===== src/rtl/hazard_forward_unit.sv =====
// -----------------------------------------------------------------------------
// hazard_forward_unit
//
// Purpose:
//   Data-hazard logic placed between the decoder and the ID/EX pipeline
//   register. It keeps a small shadow copy of the destination-register
//   metadata for the EX, MEM and WB slots. It compares the sources of the
//   instruction being decoded against that copy and produces:
//     - forwardA / forwardB : operand-mux selects, registered so they are
//                             valid while that instruction sits in EX
//     - stall               : combinational load-use stall
//     - ID_EX_bubble        : registered flag marking an empty EX slot
//
// Ports:
//   clk, reset          clock and synchronous active-high reset
//   ID_valid            ID slot holds a real instruction
//   ID_rs1 / ID_rs2     source register indices
//   ID_rs1_used/_used   instruction actually reads rs1 / rs2
//   ID_rd               destination register index
//   ID_reg_wen          instruction writes rd
//   ID_mem_read         instruction is a load
//   flush               redirect: kill the ID and EX slots
//   forwardA/forwardB   00 regfile, 01 WB data, 10 EX/MEM ALU result
//   stall               hold PC and IF/ID, bubble ID/EX
//   ID_EX_bubble        EX slot currently holds a bubble
// -----------------------------------------------------------------------------
module hazard_forward_unit #(
   parameter int REG_ADDR_WIDTH = 5,
   parameter int ZERO_REG       = 0
) (
   input  logic                      clk,
   input  logic                      reset,
   input  logic                      ID_valid,
   input  logic [REG_ADDR_WIDTH-1:0] ID_rs1,
   input  logic [REG_ADDR_WIDTH-1:0] ID_rs2,
   input  logic                      ID_rs1_used,
   input  logic                      ID_rs2_used,
   input  logic [REG_ADDR_WIDTH-1:0] ID_rd,
   input  logic                      ID_reg_wen,
   input  logic                      ID_mem_read,
   input  logic                      flush,
   output logic [1:0]                forwardA,
   output logic [1:0]                forwardB,
   output logic                      stall,
   output logic                      ID_EX_bubble
);

   localparam logic [REG_ADDR_WIDTH-1:0] ZR = ZERO_REG[REG_ADDR_WIDTH-1:0];

   localparam logic [1:0] FWD_RF  = 2'b00;
   localparam logic [1:0] FWD_WB  = 2'b01;
   localparam logic [1:0] FWD_MEM = 2'b10;

   typedef struct packed {
      logic                      valid;
      logic [REG_ADDR_WIDTH-1:0] rd;
      logic                      wen;
      logic                      load;
   } slot_t;

   localparam slot_t SLOT_EMPTY = '{valid: 1'b0, rd: '0, wen: 1'b0, load: 1'b0};

   slot_t      r_ex, r_mem, r_wb;
   logic [1:0] r_fwd_a, r_fwd_b;
   logic       r_bubble;

   logic       w_ex_wr, w_mem_wr;
   logic       w_stall;
   logic [1:0] w_fwd_a, w_fwd_b;
   slot_t      w_id_slot;

   // Only a slot that will really write a non-zero register can be a
   // producer; writes to the zero register are discarded by the regfile.
   assign w_ex_wr  = r_ex.valid  && r_ex.wen  && (r_ex.rd  != ZR);
   assign w_mem_wr = r_mem.valid && r_mem.wen && (r_mem.rd != ZR);

   // Load result is not available until the load leaves MEM, so a consumer
   // directly behind it must wait one cycle. A flush makes the consumer dead,
   // so there is nothing to wait for.
   assign w_stall = ID_valid && !flush && w_ex_wr && r_ex.load &&
                    ((ID_rs1_used && (ID_rs1 == r_ex.rd)) ||
                     (ID_rs2_used && (ID_rs2 == r_ex.rd)));

   // Codes are evaluated one stage early: what is in EX now will be in MEM
   // when the decoding instruction reaches EX (select 10), and what is in
   // MEM now will be in WB (select 01). The younger producer wins.
   always_comb begin
      w_fwd_a = FWD_RF;
      w_fwd_b = FWD_RF;
      if (ID_valid) begin
         if (ID_rs1_used && w_ex_wr && (r_ex.rd == ID_rs1))
            w_fwd_a = FWD_MEM;
         else if (ID_rs1_used && w_mem_wr && (r_mem.rd == ID_rs1))
            w_fwd_a = FWD_WB;
         if (ID_rs2_used && w_ex_wr && (r_ex.rd == ID_rs2))
            w_fwd_b = FWD_MEM;
         else if (ID_rs2_used && w_mem_wr && (r_mem.rd == ID_rs2))
            w_fwd_b = FWD_WB;
      end
   end

   assign w_id_slot = '{valid: ID_valid, rd: ID_rd, wen: ID_reg_wen, load: ID_mem_read};

   always_ff @(posedge clk) begin
      if (reset) begin
         r_ex     <= SLOT_EMPTY;
         r_mem    <= SLOT_EMPTY;
         r_wb     <= SLOT_EMPTY;
         r_fwd_a  <= FWD_RF;
         r_fwd_b  <= FWD_RF;
         r_bubble <= 1'b1;
      end else begin
         // Older slots always drain; only the ID->EX transfer is gated.
         r_wb  <= r_mem;
         r_mem <= r_ex;
         if (flush || w_stall) begin
            r_ex     <= SLOT_EMPTY;
            r_fwd_a  <= FWD_RF;
            r_fwd_b  <= FWD_RF;
            r_bubble <= 1'b1;
         end else begin
            r_ex     <= w_id_slot;
            r_fwd_a  <= w_fwd_a;
            r_fwd_b  <= w_fwd_b;
            r_bubble <= !ID_valid;
         end
      end
   end

   assign forwardA     = r_fwd_a;
   assign forwardB     = r_fwd_b;
   assign stall        = w_stall;
   assign ID_EX_bubble = r_bubble;

endmodule


===== config.mk =====
export PLATFORM = sky130hd
export DESIGN_NAME = hazard_forward_unit
export DESIGN_NICKNAME = d
export VERILOG_FILES = /design/src/rtl/hazard_forward_unit.sv
export SDC_FILE = /design/constraint.sdc
export NUM_CORES = 1
export LEC_CHECK = 0
export CORE_MARGIN = 2
export CORE_UTILIZATION = 30
export DETAILED_ROUTE_END_ITERATION = 16
export DONT_BUFFER_PORTS = 1
export PLACE_DENSITY_LB_ADDON = 0.3
export SLEW_MARGIN = 30
export SYNTH_ARGS = -nofsm -noshare
export SYNTH_HDL_FRONTEND = slang
export SYNTH_SLANG_ARGS = --single-unit

===== constraint.sdc =====
create_clock -name clk -period 2.05 [get_ports clk]
set_input_delay 0.1025 -clock clk [delete_from_list [all_inputs] [get_ports clk]]
set_output_delay 0.1025 -clock clk [all_outputs]
set_load 0.02 [all_outputs]

==> results of run 1 <==
[area by class of cell]
cell class              instances  area, sq um  area share, %
multi-input cells              71          480           44.0
flip-flops and latches         20          402           36.8
well taps                      31         38.8           3.55
inverters                       1         3.75          0.344
repair buffers                 12          115           10.5
clock buffers                   3         22.5           2.06
clock inverters                 1         30.0           2.75
[layout by cell type, fill, tap and decap left out]
master         count
nor2_1             3
nand4_1            3
dfxtp_1           19
a21o_1             1
and2_1             2
xnor2_1            8
or4_1              1
and2_2             1
clkbuf_4           3
o211ai_2           1
dfxtp_2            1
nor4_2             1
o2bb2ai_1          1
dlygate4sd3_1     10
nand2_1           10
or3b_1             1
nor3_1             3
a21oi_1            8
a221oi_1           1
nor4_1             2
nand3b_1           1
nor2b_1            7
or3_1              1
inv_1              1
a211oi_1           2
bufinv_16          1
buf_4              2
nor2_4             1
xor2_1            12
[cells by family (layout without fill, tap and decap cells)]
family,count (synthesis),in the layout,share of synthesized area [%]
flip-flops,20,20,45.1
AND/OR/NAND/NOR,37,37,22.5
AO/OA/AOI/OAI,14,14,10.4
buffers and inverters,3,17,2.25
XOR/XNOR,20,20,19.7
[power groups by stage]
| stage | Sequential [mW] | Clock, mW | Combinational [mW] |
|---|---|---|---|
| 2_1_floorplan | 0.417 | 0 | 0.0445 |
| 3_3_place_gp | 0.419 | 0 | 0.0519 |
| 3_5_place_dp | 0.419 | 0 | 0.0530 |
| 4_1_cts | 0.411 | 0.324 | 0.0705 |
| 5_1_grt | 0.413 | 0.340 | 0.0830 |
| 6_report | 0.411 | 0.322 | 0.0737 |
[layer usage]
layer	share of wire [%]	vias up	wire length (um)	global-route usage (%)
li1	-	349	-	-
met1	43	314	865	16.4
met2	45	39	908	20.2
met3	11	4	227	5.71
met4	0.94	0	19	3.99
met5	0	-	0	0
[critical path, cell delays in order (launching register included)]
cell and delay (ps):
dfxtp_2 370, or4_1 540, o211ai_2 270, nor2_4 120, and2_2 260
[through the flow]
stage	util, %	hold WS (ps)
floorplan	-	174
CTS	38.5	19.2
global route	39.3	37.6
finish	39.3	16.1
global placement	33.0	176
detailed placement	33.0	176
[worst max-delay path by stage]
stage                     slack [ps]               start                endpoint  depth (start not counted)
after floorplan                  470  r_ex[5]$_SDFF_PP0_                   stall                          5
after global placement           370  r_ex[5]$_SDFF_PP0_  forwardA[0]$_SDFF_PP0_                          4
after detailed placement         390  r_ex[5]$_SDFF_PP0_  forwardB[0]$_SDFF_PP0_                          4
after CTS                         50  r_ex[5]$_SDFF_PP0_                   stall                          4
after global routing               2  r_ex[5]$_SDFF_PP0_                   stall                          4
final                            100  r_ex[5]$_SDFF_PP0_                   stall                          4
[timing repair]
| action | 4_1_cts | 5_1_grt |
|---|---|---|
| setup endpoints to repair | 0 | 1 |
| endpoints found under the hold margin | 17 | 0 |
| gates resized for setup | 0 | 4 |
| buffers inserted | 0 | 1 |
| hold buffers | 10 | 0 |
[registers in the layout (all words and copies together), names as in the netlist]
register,flops
ID_EX_bubble,1
r_mem,7
forwardA,2
r_ex,8
forwardB,2
==> impl_table.tex, run 1 <==
\begin{tabular}{lr}
\hline
Metric & Value \\
\hline
\multicolumn{2}{l}{\textbf{GRT}} \\
\quad Total global routing track utilization & 13.1\% \\
\quad Vias in the first global route & 705 \\
\quad Maximum number of pins on one net before global-route repair & 13 \\
\quad Leftover overflow at the end of global routing & 0 \\
\quad Initial antenna violation count & 0 \\
\quad Global-route wire length before repair & 3250 um \\
\multicolumn{2}{l}{\textbf{Min path}} \\
\quad Hold endpoint & r\_ex[5]\$\_SDFF\_PP0\_ \\
\quad Launch instance of the worst min-delay path & reset \\
\quad Count of cells along the worst hold path & 3 \\
\quad Worst Hold Class & in2reg \\
\multicolumn{2}{l}{\textbf{Layout}} \\
\quad \# nets final & 132 \\
\quad Non-Filler Instances & 139 \\
\quad FILL cells & 278 \\
\quad Design Area, Final & 1090 sq um \\
\quad Ant diodes & 0 \\
\quad Share of cells above drive strength 1 & 10.2\% \\
\quad Area Overhead vs Synth & 23.0\% \\
\multicolumn{2}{l}{\textbf{Setup path}} \\
\quad Required time worst endpoint & 1950 ps \\
\quad Critical Path Source Type & register \\
\quad R2R depth & 5 \\
\quad Worst-case register-to-register setup slack & 340 ps \\
\quad CP Data Arrival Time & 1850 ps \\
\quad Reg-to-reg startpoint & r\_ex[5]\$\_SDFF\_PP0\_ \\
\quad Biggest fanout along the worst timing path & 12 \\
\quad Worst R2R End & forwardA[0]\$\_SDFF\_PP0\_ \\
\quad Critical path capture point type & primary output \\
\quad Category of the most critical setup path & reg2out \\
\multicolumn{2}{l}{\textbf{Place}} \\
\quad Count of input and output buffers & 0 \\
\quad Placed instance area & 918 sq um \\
\quad Worst slack after detailed placement & 389 ps \\
\quad Placed Cells & 124 \\
\quad Post-DP HPWL & 1530 um \\
\quad Weighted congestion at the end of routability-driven global placement & 0.804 \\
\multicolumn{2}{l}{\textbf{Run}} \\
\quad Number of maximum-capacitance violations & 0 \\
\multicolumn{2}{l}{\textbf{Timing}} \\
\quad Max Clk Rate & 512 MHz \\
\quad Relative slew margins & 73.1\% \\
\quad Final hold viol count & 0 \\
\quad Final Cycle Share & 95.4\% \\
\quad Count of final max-slew check failures & 0 \\
\quad Setup\_tns & 0 ps \\
\quad Min setup slack post-route & 95.2 ps \\
\quad Setup repair after global routing missed its margin & no \\
\quad Post-layout min period & 1950 ps \\
\quad Maximum clock skew at final layout & 5.03 ps \\
\quad Endpoints failing setup & 0 \\
\quad Pin slew with the least headroom to its limit & 402 ps \\
\multicolumn{2}{l}{\textbf{Synthesis}} \\
\quad Cells after synthesis & 94 \\
\quad Post-synth cell types & 24 \\
\quad Synthesis warning total & 0 \\
\quad Syn nets & 117 \\
\quad Syn Std Cell Area & 888 sq um \\
\quad Syn\_area\_per\_cell & 9.45 sq um \\
\quad Most frequently used cell type in the post-synthesis netlist & dfxtp\_1 \\
\quad Yosys top cell by area & dfxtp\_1 \\
\quad Number of flops mapped to enable cells by yosys & 0 \\
\quad Synth top area share & 45.1\% \\
\quad Async S/R FF share, synth & 0\% \\
\quad Post-synthesis register bit count & 20 \\
\quad Primary FF master, synth & dfxtp\_1 \\
\quad Sequential fraction of the synthesis area & 45.1\% \\
\quad Main area contributors after synthesis & dfxtp\_1 45\%, xor2\_1 12\%, xnor2\_1 7.9\% \\
\quad Leading cell types by count after synthesis & 20 x dfxtp\_1, 12 x xor2\_1, 10 x nand2\_1, 8 x a21oi\_1, 8 x xnor2\_1 \\
\multicolumn{2}{l}{\textbf{CTS}} \\
\quad Worst-skew pair later-pin latency & 300 ps \\
\quad Clock buffer count from CTS & 3 \\
\quad Clock edge transition at the registers on the reported setup and hold paths & 120 ps \\
\quad CTS sink cnt & 20 \\
\quad Root buffer cell & clkbuf\_4 \\
\quad Deepest level of the CTS H-tree & 1 \\
\quad Buffer depth of the longest clock path & 2 \\
\quad CTS tree & yes \\
\multicolumn{2}{l}{\textbf{Floorplan}} \\
\quad Chip height & 58.4 um \\
\quad Area of the core region & 2780 sq um \\
\quad Number of placement rows & 19 \\
\quad Total Die Area & 3410 sq um \\
\quad Boundary pin count & 29 \\
\quad Initial Utilization & 31.9\% \\
\quad Die W & 58.4 um \\
\multicolumn{2}{l}{\textbf{Pwr}} \\
\quad Sw Share & 20.8\% \\
\quad Combinational share of power & 9.1\% \\
\quad Static Leakage & 0.418 nW \\
\quad Clock network fraction of design power & 40.0\% \\
\quad Power, Total & 0.807 mW \\
\quad Power density over cell area & 738 nW/um\^{}2 \\
\quad Peak supply drop & 517 uV \\
\quad NetSw & 0.168 mW \\
\quad Internal Power & 0.639 mW \\
\quad Reg power frac & 50.9\% \\
\multicolumn{2}{l}{\textbf{Route}} \\
\quad Remaining antenna violation count & 0 \\
\quad Length of the first detailed-routing pass in iterations & 5 \\
\quad Routed Wire Length & 2020 um \\
\quad Iteration-0 DRC Markers & 34 \\
\quad Vias & 706 \\
\quad Number of remaining DRC errors & 0 \\
\quad Routed len/inst & 14.5 um \\
\quad Number of vias per cell & 5.08 \\
\multicolumn{2}{l}{\textbf{Status}} \\
\quad Outcome & finished clean \\
\hline
\end{tabular}
Power figures use the tool's default switching activity.
==> run 2: changes to the inputs <==
clock period = 2.5 ns   (was 2.05 ns; I/O delays follow)
==> run 2 against run 1 <==
Against the previous run:
- worst setup slack better by 350 ps
- combinational power down 23%
- non-clock buffer count down 1
- wire length down 3.6%
- count of clock-buffer cells in the layout up 1
- sequential power down 18%
- total power down 29%
- global-route usage down 0.95 points
- critical endpoint unchanged
- largest cell class unchanged
- highest routed layer unchanged
==> impl_table.tex, run 2 (synthesis results as in run 1) <==
\begin{tabular}{lr}
\hline
Metric & Value \\
\hline
\multicolumn{2}{l}{\textbf{Status}} \\
\quad Outcome & finished clean (unchanged) \\
\multicolumn{2}{l}{\textbf{Layout}} \\
\quad Ant diodes & 0 (unchanged) \\
\quad Area Overhead vs Synth & 18.7\% (was 23.0\%) \\
\quad Most common cell after layout, fill and taps aside & dfxtp\_1 (unchanged) \\
\quad FILL cells & 295 (was 278) \\
\quad Most flops, register & r\_ex (unchanged) \\
\quad Share of cells above drive strength 1 & 6.54\% (was 10.2\%) \\
\quad Regs by FF count & r\_ex: 8 flops, r\_mem: 7 flops (unchanged) \\
\quad Top library cells by usage in the layout, fill and taps aside & 20 x dfxtp\_1, 12 x xor2\_1, 10 x nand2\_1, 10 x dlygate4sd3\_1 (was 19 x dfxtp\_1, 12 x xor2\_1, 10 x nand2\_1, 10 x dlygate4sd3\_1) \\
\quad \# nets final & 131 (was 132) \\
\quad Design Area, Final & 1050 sq um (was 1090 sq um) \\
\quad Max FFs per register & 8 (unchanged) \\
\quad Total area of sequential cells & 400 sq um (was 402 sq um) \\
\quad Footprint of the multi-input gates & 468 sq um (was 480 sq um) \\
\multicolumn{2}{l}{\textbf{Floorplan}} \\
\quad Chip height & 58.4 um (unchanged) \\
\quad Initial Utilization & 31.9\% (unchanged) \\
\quad Total Die Area & 3410 sq um (unchanged) \\
\quad Area of the core region & 2780 sq um (unchanged) \\
\quad Number of placement rows & 19 (unchanged) \\
\quad Boundary pin count & 29 (unchanged) \\
\quad Die W & 58.4 um (unchanged) \\
\multicolumn{2}{l}{\textbf{Place}} \\
\quad Count of input and output buffers & 0 (unchanged) \\
\quad Placed instance area & 918 sq um (unchanged) \\
\quad Worst slack after detailed placement & 800 ps (was 389 ps) \\
\quad Post-DP HPWL & 1510 um (was 1530 um) \\
\quad Weighted congestion at the end of routability-driven global placement & 0.779 (was 0.804) \\
\multicolumn{2}{l}{\textbf{CTS}} \\
\quad Clock buffer count from CTS & 3 (unchanged) \\
\quad Number of instances resized during post-cts repair & 0 (unchanged) \\
\quad CTS sink cnt & 20 (unchanged) \\
\quad Buffer count from post-CTS setup fixing & 0 (unchanged) \\
\quad Root buffer cell & clkbuf\_4 (unchanged) \\
\quad Clock edge transition at the registers on the reported setup and hold paths & 100 ps (was 120 ps) \\
\quad Hold bufs inserted after CTS & 10 (unchanged) \\
\quad CTS tree & yes (unchanged) \\
\quad Deepest level of the CTS H-tree & 1 (unchanged) \\
\quad Worst-skew pair later-pin latency & 290 ps (was 300 ps) \\
\quad Buffer depth of the longest clock path & 2 (unchanged) \\
\multicolumn{2}{l}{\textbf{Setup path}} \\
\quad Biggest fanout along the worst timing path & 12 (unchanged) \\
\quad Required time worst endpoint & 2380 ps (was 1950 ps) \\
\quad Worst-case register-to-register setup slack & 890 ps (was 340 ps) \\
\quad Critical Path Source Type & register (unchanged) \\
\quad Worst setup path startpoint & r\_ex[6]\$\_SDFF\_PP0\_ (was r\_ex[5]\$\_SDFF\_PP0\_) \\
\quad Reg-to-reg startpoint & r\_ex[5]\$\_SDFF\_PP0\_ (unchanged) \\
\quad Worst setup endpoint & stall (unchanged) \\
\quad CP Data Arrival Time & 1930 ps (was 1850 ps) \\
\quad R2R depth & 4 (was 5) \\
\quad Category of the most critical setup path & reg2out (unchanged) \\
\quad Worst R2R End & forwardA[0]\$\_SDFF\_PP0\_ (unchanged) \\
\quad Critical path capture point type & primary output (unchanged) \\
\multicolumn{2}{l}{\textbf{Route}} \\
\quad Vias & 696 (was 706) \\
\quad Remaining antenna violation count & 0 (unchanged) \\
\quad Routed len/inst & 14.1 um (was 14.5 um) \\
\quad Length of the first detailed-routing pass in iterations & 4 (was 5) \\
\quad Iteration-0 DRC Markers & 35 (was 34) \\
\quad Number of vias per cell & 5.04 (was 5.08) \\
\quad Number of remaining DRC errors & 0 (unchanged) \\
\quad Routed Wire Length & 1950 um (was 2020 um) \\
\multicolumn{2}{l}{\textbf{GRT}} \\
\quad Maximum number of pins on one net before global-route repair & 13 (unchanged) \\
\quad Vias in the first global route & 636 (was 705) \\
\quad Total global routing track utilization & 12.1\% (was 13.1\%) \\
\quad Global-route wire length before repair & 3020 um (was 3250 um) \\
\quad Leftover overflow at the end of global routing & 0 (unchanged) \\
\quad Initial antenna violation count & 0 (unchanged) \\
\multicolumn{2}{l}{\textbf{Timing}} \\
\quad Count of final max-slew check failures & 0 (unchanged) \\
\quad Maximum clock skew at final layout & 5.09 ps (was 5.03 ps) \\
\quad Setup\_tns & 0 ps (unchanged) \\
\quad Post-layout min period & 2060 ps \\
\quad Final Cycle Share & 82.4\% \\
\quad Min setup slack post-route & 441 ps (was 95.2 ps) \\
\quad Relative slew margins & 67.1\% (was 73.1\%) \\
\quad Pin slew with the least headroom to its limit & 489 ps (was 402 ps) \\
\quad Setup repair after global routing missed its margin & no (unchanged) \\
\quad Endpoints failing setup & 0 (unchanged) \\
\quad Max Clk Rate & 486 MHz \\
\quad Final hold viol count & 0 (unchanged) \\
\multicolumn{2}{l}{\textbf{Min path}} \\
\quad Worst Hold Class & in2reg (unchanged) \\
\multicolumn{2}{l}{\textbf{Pwr}} \\
\quad Peak supply drop & 291 uV (was 517 uV) \\
\quad Power density over cell area & 540 nW/um\^{}2 (was 738 nW/um\^{}2) \\
\quad Static Leakage & 0.405 nW (was 0.418 nW) \\
\quad Power, Total & 0.570 mW (was 0.807 mW) \\
\multicolumn{2}{l}{\textbf{Run}} \\
\quad Number of maximum-capacitance violations & 0 (unchanged) \\
\hline
\end{tabular}
[run 2: cell types whose count changed in the layout (fill, tap and decap cells not counted), sizes merged]
cell and delta:
buf -1, bufinv -1, clkbuf +1
[run 2: how the worst min path moves through the flow]
stage                 from                      to  slack, ps  cells past startpoint
6_report       ID_rs2_used  forwardB[1]$_SDFF_PP0_         20                      2
5_1_grt        ID_rs2_used  forwardB[1]$_SDFF_PP0_         40                      2
4_1_cts        ID_rs2_used  forwardB[1]$_SDFF_PP0_          3                      2
3_5_place_dp         reset     r_mem[3]$_SDFF_PP0_        200                      1
3_3_place_gp         reset     r_mem[4]$_SDFF_PP0_        200                      1
2_1_floorplan        reset     r_mem[1]$_SDFF_PP0_        200                      1
[run 2: stage by stage]
| stage | std cells | hold slack [ps] | util, % |
|---|---|---|---|
| 2_1_floorplan | 94 | 197 | - |
| 3_3_place_gp | 124 | 198 | 33.0 |
| 3_5_place_dp | 124 | 200 | 33.0 |
| 4_1_cts | 138 | 3.14 | 37.9 |
| 5_1_grt | 138 | 44.9 | 37.9 |
| 6_report | 138 | 18.5 | 37.9 |
[run 2: power breakdown]
group	leakage (nW)	switching [mW]	internal, mW
sequential	0.163	0.00905	0.327
clock	0.0210	0.0878	0.0887
combinational	0.221	0.0231	0.0338
[run 2: final cells by class]
cell class | count | area share, %
clock buffer | 4 | 3.44
timing repair buffer | 11 | 10.2
multi-input combinational | 71 | 44.4
tap | 31 | 3.68
inverter | 1 | 0.356
sequential | 20 | 38.0
[run 2: routing by layer]
metal / track usage, % / vias to the layer above / wire length, um
met5: 0 / - / 0
met1: 15.6 / 304 / 847
met4: 3.99 / 0 / 16
met2: 17.7 / 42 / 853
li1: - / 348 / -
met3: 5.93 / 2 / 232
[run 2: worst max-delay path, stage by stage, from the launching register on]
cell	delay (ps)
dfxtp_1	350
xor2_1	170
nor4_1	480
o2bb2ai_1	190
buf_4	200
and2_1	260
==> run 3: changes to the inputs <==
clock period = 2 ns   (was 2.5 ns; I/O delays follow)
==> run 3 against run 2 <==
Against the previous run:
- die area unchanged
- hold slack got worse by 13 ps
- clock power increased by 85%
- first-iteration DRC count decreased by 71%
- combinational power increased by 28%
- worst setup slack got worse by 350 ps
==> impl_table.tex, run 3 (synthesis results as in run 1) <==
\begin{tabular}{lr}
\hline
Metric & Value \\
\hline
\multicolumn{2}{l}{\textbf{Pwr}} \\
\quad Clock network fraction of design power & 39.8\% (was 31.0\%) \\
\quad NetSw & 0.166 mW (was 0.120 mW) \\
\quad Power, Total & 0.821 mW (was 0.570 mW) \\
\quad Peak supply drop & 724 uV (was 291 uV) \\
\quad Combinational share of power & 8.9\% (was 10.0\%) \\
\quad Power density over cell area & 751 nW/um\^{}2 (was 540 nW/um\^{}2) \\
\quad Internal Power & 0.655 mW (was 0.450 mW) \\
\quad Reg power frac & 51.3\% (was 59.0\%) \\
\quad Sw Share & 20.2\% (was 21.1\%) \\
\quad Static Leakage & 0.419 nW (was 0.405 nW) \\
\multicolumn{2}{l}{\textbf{Setup path}} \\
\quad Slowest cell on the critical path & or4\_1 (was nor4\_1) \\
\quad Ordered cell list for the critical path & or4\_1 > o211ai\_2 > nor2\_4 > and2\_2 (was xor2\_1 > nor4\_1 > o2bb2ai\_1 > buf\_4 > and2\_1) \\
\quad Required time worst endpoint & 1900 ps (was 2380 ps) \\
\quad Worst-case register-to-register setup slack & 280 ps (was 890 ps) \\
\quad Buffers and inverters on the worst path & 0 (was 1) \\
\quad Biggest fanout along the worst timing path & 12 (unchanged) \\
\quad Critical path capture point type & primary output (unchanged) \\
\quad CP Data Arrival Time & 1810 ps (was 1930 ps) \\
\quad R2R depth & 5 (was 4) \\
\quad Critical Path Source Type & register (unchanged) \\
\quad Category of the most critical setup path & reg2out (unchanged) \\
\quad Delay contributed by the slowest stage of the critical path & 530 ps (was 480 ps) \\
\quad Reg-to-reg startpoint & r\_ex[5]\$\_SDFF\_PP0\_ (unchanged) \\
\quad Worst R2R End & forwardA[0]\$\_SDFF\_PP0\_ (unchanged) \\
\quad Top delay family on crit path & simple AND/OR/NAND/NOR gates (unchanged) \\
\multicolumn{2}{l}{\textbf{Timing}} \\
\quad Final Cycle Share & 95.6\% \\
\quad Post-layout min period & 1910 ps \\
\quad Final hold viol count & 0 (unchanged) \\
\quad Endpoints failing setup & 0 (unchanged) \\
\quad Max Clk Rate & 523 MHz \\
\quad Relative slew margins & 75.8\% (was 67.1\%) \\
\quad Count of final max-slew check failures & 0 (unchanged) \\
\quad Maximum clock skew at final layout & 3.08 ps (was 5.09 ps) \\
\quad Pin slew with the least headroom to its limit & 362 ps (was 489 ps) \\
\multicolumn{2}{l}{\textbf{Min path}} \\
\quad Launch instance of the worst min-delay path & reset (was ID\_rs2\_used) \\
\quad Count of cells along the worst hold path & 3 (was 2) \\
\quad Worst Hold Class & in2reg (unchanged) \\
\quad Hold endpoint & r\_ex[5]\$\_SDFF\_PP0\_ (was forwardB[1]\$\_SDFF\_PP0\_) \\
\multicolumn{2}{l}{\textbf{CTS}} \\
\quad Clock edge transition at the registers on the reported setup and hold paths & 110 ps (was 100 ps) \\
\quad CTS tree & yes (unchanged) \\
\quad Root buffer cell & clkbuf\_4 (unchanged) \\
\quad CTS sink cnt & 20 (unchanged) \\
\quad Worst-skew pair later-pin latency & 300 ps (was 290 ps) \\
\quad Deepest level of the CTS H-tree & 1 (unchanged) \\
\quad Buffer depth of the longest clock path & 2 (unchanged) \\
\quad Clock buffer count from CTS & 3 (unchanged) \\
\multicolumn{2}{l}{\textbf{Floorplan}} \\
\quad Chip height & 58.4 um (unchanged) \\
\quad Number of placement rows & 19 (unchanged) \\
\quad Total Die Area & 3410 sq um (unchanged) \\
\quad Boundary pin count & 29 (unchanged) \\
\quad Die W & 58.4 um (unchanged) \\
\quad Initial Utilization & 31.9\% (unchanged) \\
\quad Area of the core region & 2780 sq um (unchanged) \\
\multicolumn{2}{l}{\textbf{Route}} \\
\quad Length of the first detailed-routing pass in iterations & 4 (unchanged) \\
\quad Iteration-0 DRC Markers & 10 (was 35) \\
\quad Vias & 685 (was 696) \\
\quad Number of vias per cell & 4.93 (was 5.04) \\
\quad Number of remaining DRC errors & 0 (unchanged) \\
\quad Remaining antenna violation count & 0 (unchanged) \\
\quad Routed Wire Length & 1910 um (was 1950 um) \\
\quad Routed len/inst & 13.8 um (was 14.1 um) \\
\multicolumn{2}{l}{\textbf{GRT}} \\
\quad Initial antenna violation count & 0 (unchanged) \\
\quad Leftover overflow at the end of global routing & 0 (unchanged) \\
\quad Global-route wire length before repair & 3180 um (was 3020 um) \\
\quad Maximum number of pins on one net before global-route repair & 13 (unchanged) \\
\quad Vias in the first global route & 695 (was 636) \\
\quad Total global routing track utilization & 12.9\% (was 12.1\%) \\
\multicolumn{2}{l}{\textbf{Status}} \\
\quad Outcome & finished clean (unchanged) \\
\multicolumn{2}{l}{\textbf{Place}} \\
\quad Weighted congestion at the end of routability-driven global placement & 0.804 (was 0.779) \\
\quad Count of input and output buffers & 0 (unchanged) \\
\quad Post-DP HPWL & 1520 um (was 1510 um) \\
\quad Placed instance area & 918 sq um (unchanged) \\
\multicolumn{2}{l}{\textbf{Layout}} \\
\quad Most flops, register & r\_ex (unchanged) \\
\quad FILL cells & 279 (was 295) \\
\quad Max FFs per register & 8 (unchanged) \\
\quad Share of cells above drive strength 1 & 11.1\% (was 6.54\%) \\
\quad Design Area, Final & 1090 sq um (was 1050 sq um) \\
\quad Total area of sequential cells & 403 sq um (was 400 sq um) \\
\quad Most common cell after layout, fill and taps aside & dfxtp\_1 (unchanged) \\
\quad Footprint of the multi-input gates & 480 sq um (was 468 sq um) \\
\quad Area Overhead vs Synth & 23.1\% (was 18.7\%) \\
\quad Top library cells by usage in the layout, fill and taps aside & 18 x dfxtp\_1, 12 x xor2\_1, 10 x nand2\_1, 10 x dlygate4sd3\_1 (was 20 x dfxtp\_1, 12 x xor2\_1, 10 x nand2\_1, 10 x dlygate4sd3\_1) \\
\quad \# nets final & 132 (was 131) \\
\quad Ant diodes & 0 (unchanged) \\
\quad Regs by FF count & r\_ex: 8 flops, r\_mem: 7 flops (unchanged) \\
\multicolumn{2}{l}{\textbf{Run}} \\
\quad Number of maximum-capacitance violations & 0 (unchanged) \\
\hline
\end{tabular}
## run 3: repair_timing
| action | CTS | global route |
|---|---|---|
| hold buffers | 10 | 0 |
| resized for setup | 0 | 5 |
| buffers inserted | 0 | 1 |
| setup endpoints to repair | 0 | 1 |
| hold endpoints to repair | 17 | 0 |
## run 3: metrics by stage
| step | TNS, ps | instances | hold slack (ps) | utilization, % | setup slack [ps] |
|---|---|---|---|---|---|
| 3_3_place_gp | 0 | 124 | 173 | 33.0 | 318 |
| 3_5_place_dp | 0 | 124 | 174 | 33.0 | 351 |
| 5_1_grt | -1.23 | 139 | 14.8 | 39.3 | -1.23 |
| 6_report | 0 | 139 | 5.92 | 39.3 | 87.5 |
| 2_1_floorplan | 0 | 94 | 172 | - | 422 |
| 4_1_cts | 0 | 138 | 6.61 | 38.5 | 4.29 |
## run 3: worst max path at each step
stage,from,to,depth (start not counted)
floorplan,r_ex[5]$_SDFF_PP0_,stall,5
global placement,r_ex[5]$_SDFF_PP0_,forwardA[0]$_SDFF_PP0_,4
detailed placement,r_ex[5]$_SDFF_PP0_,forwardA[0]$_SDFF_PP0_,4
CTS,r_ex[5]$_SDFF_PP0_,stall,4
global route,r_ex[5]$_SDFF_PP0_,stall,4
finish,r_ex[5]$_SDFF_PP0_,stall,4
## run 3: area by class of cell
class | count | share of cell area (%)
Tap cell | 31 | 3.55
Sequential cell | 20 | 36.8
Inverter | 1 | 0.343
Multi-Input combinational cell | 71 | 43.9
Timing Repair Buffer | 12 | 10.5
Clock buffer | 3 | 2.06
Clock inverter | 1 | 2.75
## run 3: tightest hold or removal path: cells and delay by family
family          cells  cell delay (ps)
simple gates        2              150
compound gates      1               30
## run 3: power groups by stage
stage | Clock (mW) | Combinational [mW] | Sequential, mW
floorplan | 0 | 0.0456 | 0.427
global placement | 0 | 0.0533 | 0.430
detailed placement | 0 | 0.0539 | 0.430
CTS | 0.334 | 0.0717 | 0.421
global route | 0.349 | 0.0815 | 0.424
finish | 0.327 | 0.0731 | 0.421
## run 3: metal layers
layer	GRT usage [%]	part of all wire, %	vias to the layer above
li1	-	-	352
met1	15.6	43	292
met2	18.9	43	34
met3	6.15	12	7
met4	6.98	2.5	0
met5	0	0	-
